[src/rtl/mult_pkg.sv]
// Shared mode encodings, status bit positions and mode decode helpers
// for the pipelined EX-stage multiplier.
package mult_pkg;

  localparam logic [1:0] MODE_ULO = 2'b00;
  localparam logic [1:0] MODE_SLO = 2'b01;
  localparam logic [1:0] MODE_UHI = 2'b10;
  localparam logic [1:0] MODE_SHI = 2'b11;

  localparam int STATUS_VALID_BIT = 0;
  localparam int STATUS_OVF_BIT   = 1;

  function automatic logic modeIsSigned(input logic [1:0] m);
    return m[0];
  endfunction

  function automatic logic modeIsHigh(input logic [1:0] m);
    return m[1];
  endfunction

endpackage

[src/rtl/mult_pipe_reg.sv]
// One retiming stage of the multiplier pipe: a valid bit plus an opaque payload,
// held while en_i is low and with valid cleared synchronously by clr_i.
module mult_pipe_reg #(
  parameter int PAYLOAD_W = 8
) (
  input  logic                 clk,
  input  logic                 rst_n,
  input  logic                 en_i,
  input  logic                 clr_i,
  input  logic                 valid_i,
  input  logic [PAYLOAD_W-1:0] payload_i,
  output logic                 valid_o,
  output logic [PAYLOAD_W-1:0] payload_o
);

  logic                 valid_q;
  logic [PAYLOAD_W-1:0] payload_q;

  // Clear wins over enable so a flush also kills ops during a stall.
  always_ff @(posedge clk or negedge rst_n) begin
    if (!rst_n) begin
      valid_q   <= 1'b0;
      payload_q <= '0;
    end else if (clr_i) begin
      valid_q   <= 1'b0;
    end else if (en_i) begin
      valid_q   <= valid_i;
      payload_q <= payload_i;
    end
  end

  assign valid_o   = valid_q;
  assign payload_o = payload_q;

endmodule

[src/rtl/multiplier_pipe.sv]
// Pipelined integer multiplier with signed/unsigned and low/high-half modes,
// overflow flag, stall and flush; the instruction word rides along with each op.
module multiplier_pipe
  import mult_pkg::*;
#(
  parameter int DATA_W  = 16,
  parameter int INSTR_W = 16,
  parameter int STAGES  = 3
) (
  input  logic               clk,
  input  logic               rst_n,
  input  logic               in_valid,
  input  logic [INSTR_W-1:0] instr,
  input  logic [DATA_W-1:0]  A,
  input  logic [DATA_W-1:0]  B,
  input  logic [1:0]         mode,
  input  logic               stall,
  input  logic               flush,
  output logic [DATA_W-1:0]  product,
  output logic [1:0]         mult_status,
  output logic [INSTR_W-1:0] ex_instr_out,
  output logic               busy
);

  localparam int FULL_W    = 2 * DATA_W;
  localparam int PAYLOAD_W = INSTR_W + 2 + FULL_W;
  localparam int NREG      = STAGES - 1;

  logic [FULL_W-1:0] aExt;
  logic [FULL_W-1:0] bExt;
  logic [FULL_W-1:0] fullIn;

  // A 2W x 2W product truncated to 2W bits is exact for both signednesses.
  always_comb begin
    aExt = {{DATA_W{1'b0}}, A};
    bExt = {{DATA_W{1'b0}}, B};
    if (modeIsSigned(mode)) begin
      aExt = {{DATA_W{A[DATA_W-1]}}, A};
      bExt = {{DATA_W{B[DATA_W-1]}}, B};
    end
    fullIn = aExt * bExt;
  end

  logic                 stValid   [NREG+1];
  logic [PAYLOAD_W-1:0] stPayload [NREG+1];

  assign stValid[0]   = in_valid;
  assign stPayload[0] = {instr, mode, fullIn};

  generate
    for (genvar i = 0; i < NREG; i++) begin : genStage
      mult_pipe_reg #(
        .PAYLOAD_W(PAYLOAD_W)
      ) uStage (
        .clk      (clk),
        .rst_n    (rst_n),
        .en_i     (~stall),
        .clr_i    (flush),
        .valid_i  (stValid[i]),
        .payload_i(stPayload[i]),
        .valid_o  (stValid[i+1]),
        .payload_o(stPayload[i+1])
      );
    end
  endgenerate

  logic               lastValid;
  logic [INSTR_W-1:0] lastInstr;
  logic [1:0]         lastMode;
  logic [FULL_W-1:0]  lastFull;

  assign lastValid                        = stValid[NREG];
  assign {lastInstr, lastMode, lastFull}  = stPayload[NREG];

  logic               validD;
  logic               ovfD;
  logic [DATA_W-1:0]  productD;
  logic [INSTR_W-1:0] instrD;

  // Invalid ops leave everything at zero so the output reads as a NOP bubble.
  always_comb begin
    validD   = 1'b0;
    ovfD     = 1'b0;
    productD = '0;
    instrD   = '0;
    if (lastValid) begin
      validD   = 1'b1;
      instrD   = lastInstr;
      productD = modeIsHigh(lastMode) ? lastFull[FULL_W-1:DATA_W] : lastFull[DATA_W-1:0];
      case (lastMode)
        MODE_ULO: ovfD = |lastFull[FULL_W-1:DATA_W];
        MODE_SLO: ovfD = (lastFull != {{DATA_W{lastFull[DATA_W-1]}}, lastFull[DATA_W-1:0]});
        default:  ovfD = 1'b0;
      endcase
    end
  end

  logic               outValid_q;
  logic               ovf_q;
  logic [DATA_W-1:0]  product_q;
  logic [INSTR_W-1:0] instr_q;

  always_ff @(posedge clk or negedge rst_n) begin
    if (!rst_n) begin
      outValid_q <= 1'b0;
      ovf_q      <= 1'b0;
      product_q  <= '0;
      instr_q    <= '0;
    end else if (flush) begin
      outValid_q <= 1'b0;
      ovf_q      <= 1'b0;
      product_q  <= '0;
      instr_q    <= '0;
    end else if (!stall) begin
      outValid_q <= validD;
      ovf_q      <= ovfD;
      product_q  <= productD;
      instr_q    <= instrD;
    end
  end

  logic busyD;

  always_comb begin
    busyD = outValid_q;
    for (int i = 1; i <= NREG; i++) begin
      busyD = busyD | stValid[i];
    end
  end

  assign product                        = product_q;
  assign mult_status[STATUS_VALID_BIT]  = outValid_q;
  assign mult_status[STATUS_OVF_BIT]    = ovf_q;
  assign ex_instr_out                   = instr_q;
  assign busy                           = busyD;

endmodule

[config.mk]
export PLATFORM = sky130hd
export DESIGN_NAME = multiplier_pipe
export DESIGN_NICKNAME = d
export VERILOG_FILES = /design/src/rtl/mult_pkg.sv /design/src/rtl/mult_pipe_reg.sv /design/src/rtl/multiplier_pipe.sv
export SDC_FILE = /design/constraint.sdc
export NUM_CORES = 1
export LEC_CHECK = 0
export BUFFER_PORTS_ARGS = -buffer_cell sky130_fd_sc_hd__buf_4
export CORE_MARGIN = 1.5
export CORE_UTILIZATION = 40
export DETAILED_ROUTE_END_ITERATION = 16
export SLEW_MARGIN = 25
export SYNTH_ARGS = -nofsm -noshare
export SYNTH_HDL_FRONTEND = slang
export SYNTH_SLANG_ARGS = --single-unit
export TNS_END_PERCENT = 5
[constraint.sdc]
create_clock -name clk -period 1.8 [get_ports clk]
set_input_delay 0.09 -clock clk [delete_from_list [all_inputs] [get_ports clk]]
set_output_delay 0.09 -clock clk [all_outputs]
set_load 0.03 [all_outputs]
==> out/metrics.yaml <==
placement:
  place_area_mm2: 0.0211
  dp.cells: 2707
  gp_congestion: 0.908
  portBuffers: 89
  dp_hpwl_mm: 38.6
final_layout:
  finalInstanceArea_mm2: 0.0225
  drive_gt1_frac: 0.214
  final_common_cell: "nand2_1"
  stdcell_count: 2770
  antenna_cells: 0
  nNetsFinal: 2683
  final_cell_mix: "nand2_1 (367), fa_1 (320), buf_4 (310)"
  area_growth_pct: 24.8
grt:
  grt_remaining_overflow: 0
  grt_pass1_vias: 14500
  grt_pass1_wl_mm: 75.5
  grt_max_degree: 62
  track_usage: 0.204
  antenna_found_initial: 0
setup_path:
  cp_common_cell: "fa_1"
  startpoint_type: "input pin"
  critPathBufInv: 6
  critPathTopFamily: "adder cells"
  cp_max_fo: 11
  cp_data_required_time_ns: 2.08
  crit_slowest_cell: "fa_1"
  cp.arrival_ns: 6.41
  crit_chain: "buf_6 > buf_8 > buf_4 > and2_1 > fa_1 > fa_1 > fa_1 > inv_2 > fa_1 > inv_1 > fa_1 > fa_1 > fa_1 > fa_1 > ha_4 > a211o_1 > o211ai_1 > o311a_1 > o21a_1 > o21ai_2 > buf_4 > a311oi_2 > xor2_1 > o21ai_1"
  rr_worst_depth: 4
  cpPeakStageDelay_ns: 0.56
  worst_setup_path_end_kind: "register"
  r2r_slack_ns: 0.23
  timing.rr.start: "genStage[1].uStage.payload_o[29]"
  path_class: "in2reg"
  r2r_end: "ovf_q"
route:
  drc: 0
  vias: 13200
  dr.pass1.iters: 4
  routed_wl_mm: 45.3
  ant_nets: 0
  wl_per_cell_um: 16.4
  drt_iter0_drc: 624
  routed_via_density: 4.78
yosys:
  synth_edf_count: 0
  ys_seq_area_frac: 0.189
  ys_ff_latch: 136
  synth_flop_cell: "dfrtp_1"
  yosysWarnings: 0
  syn_avg_cell_area_um2: 9.64
  ys_async_sr_fraction: 1.00
  syn_nets: 2384
  syn_area_mm2: 0.0180
  syn_inst: 1867
  synth_cell_types: 61
die:
  dieHeight_um: 215
  rows: 77
  die_w_um: 215
  fp.coreArea_mm2: 0.0443
  io_pins: 90
  initial_core_util: 0.406
  die-area_mm2: 0.0463
sta:
  finalWorstSetupSlack_ns: -4.33
  fin_setup_tns_ns: -97.07
  slew_viol_final: 0
  rsz0062_at_grt: "yes"
  fmax_ghz: 0.163
  min_period_over_period: 3.40
  setup_viol: 29
  hold_viol_final: 0
  tightest_slew_ns: 0.655
  final.setup_skew_ns: 0.00872
  min_period_ns: 6.13
  relSlewSlack: 0.563
clock_tree:
  clock_latency_ns: 0.41
  path_clk_slew_ns: 0.06
  clock_path_buffers: 2
  cts_tree: "yes"
  numCtsBuffers: 17
  htree_levels: 4
  clockRootBuffer: "clkbuf_16"
  cts_sinks: 136
worst_hold_path:
  min_path_cells: 3
  holdPathEnd: "genStage[0].uStage.valid_o"
  hold_class: "in2reg"
  hold_path.startpoint: "stall"
job:
  max_cap_viol_count: 0
status:
  violations: "setup timing"
  status: "finished, violations left"
==> Yosys cell counts (4+ instances only) <==
cell type  number  area, um^2
a211oi_1        4        30.0
a21o_1         16         120
a21oi_1        27         135
a22o_1         16         140
and2_1        175        1090
and3_1         23         144
clkbuf_1       75         282
dfrtp_1       136        3400
fa_1          333        6670
ha_1          129        1610
inv_1         318        1190
mux2i_1        18         180
nand2_1       374        1400
nand2b_1        6        37.5
nand4_1         7        43.8
nor2_1         27         101
nor3_1          4        20.0
nor4_1          4        25.0
o21a_1          9        67.6
o21ai_0        36         180
o21ai_1         9        45.0
xnor2_1        51         447
xor2_1         16         140
==> repair_timing <==
action	4_1_cts	5_1_grt
buffers inserted	8	3
hold endpoints to repair	75	0
gates resized for setup	81	25
endpoints found under the setup margin	29	29
hold buffers	21	0
pin swaps	68	29
cloned	0	0
==> sequential cells by signal (all words and copies together), names as in the netlist <==
register / flops
ex_instr_out: 16
genStage.uStage.payload_o: 100
ovf_q: 1
product: 16
outValid_q: 1
genStage.uStage.valid_o: 2
==> worst max-delay path by stage <==
| stage | endpoint | slack, ns | from | cells after the start |
|---|---|---|---|---|
| floorplan | genStage[0].uStage.payload_o[28] | -4.61 | mode[0] | 25 |
| global placement | genStage[0].uStage.payload_o[31] | -4.89 | mode[0] | 25 |
| detailed placement | genStage[0].uStage.payload_o[31] | -4.99 | mode[0] | 25 |
| CTS | genStage[0].uStage.payload_o[31] | -4.30 | A[15] | 23 |
| global route | genStage[0].uStage.payload_o[31] | -4.51 | A[15] | 23 |
| finish | genStage[0].uStage.payload_o[29] | -4.33 | A[15] | 24 |
==> logic make-up after synthesis <==
kind of cell | synth area share
flops | 0.189
xor+xnor | 0.0326
compound gates | 0.0574
mux | 0.0113
fa+ha+maj | 0.460
buf+inv | 0.0846
simple gates | 0.165
==> stage by stage <==
| stage | util | setup slack, ns | hold slack [ns] |
|---|---|---|---|
| 3_3_place_gp | 0.476 | -4.89 | 0.102 |
| 6_report | 0.507 | -4.33 | 0.0175 |
| 3_5_place_dp | 0.476 | -4.99 | 0.110 |
| 5_1_grt | 0.507 | -4.51 | 0.0247 |
| 4_1_cts | 0.504 | -4.30 | 0.00920 |
| 2_1_floorplan | - | -4.61 | -0.206 |
==> per-layer routing <==
metal  global-route usage  vias to the layer above  wire length (um)
met5                    0                        -                 0
met4               0.0350                        0               499
met3               0.0176                       26              1430
met2                0.356                      243             22200
met1                0.280                     6703             21200
li1                     -                     6277                 -
==> layout make-up <==
cell class	instances	area (um^2)
well taps	592	741
flip-flops and latches	136	3400
clock inverters	14	224
fillers	4120	21800
clock buffers	17	425
multi-input cells	1331	13500
inverters	318	1200
repair buffers	362	3000
==> worst reg2reg max path, delay by kind of cell (launching register included) <==
kind / cells / cell delay [ns]
AO/OA/AOI/OAI: 2 / 0.42
flip-flops: 1 / 0.38
AND/OR/NAND/NOR: 2 / 0.66
Power is left out: the tool's default activity adds up to more than one toggle a clock period on the data nets, which glitch-free logic cannot reach.
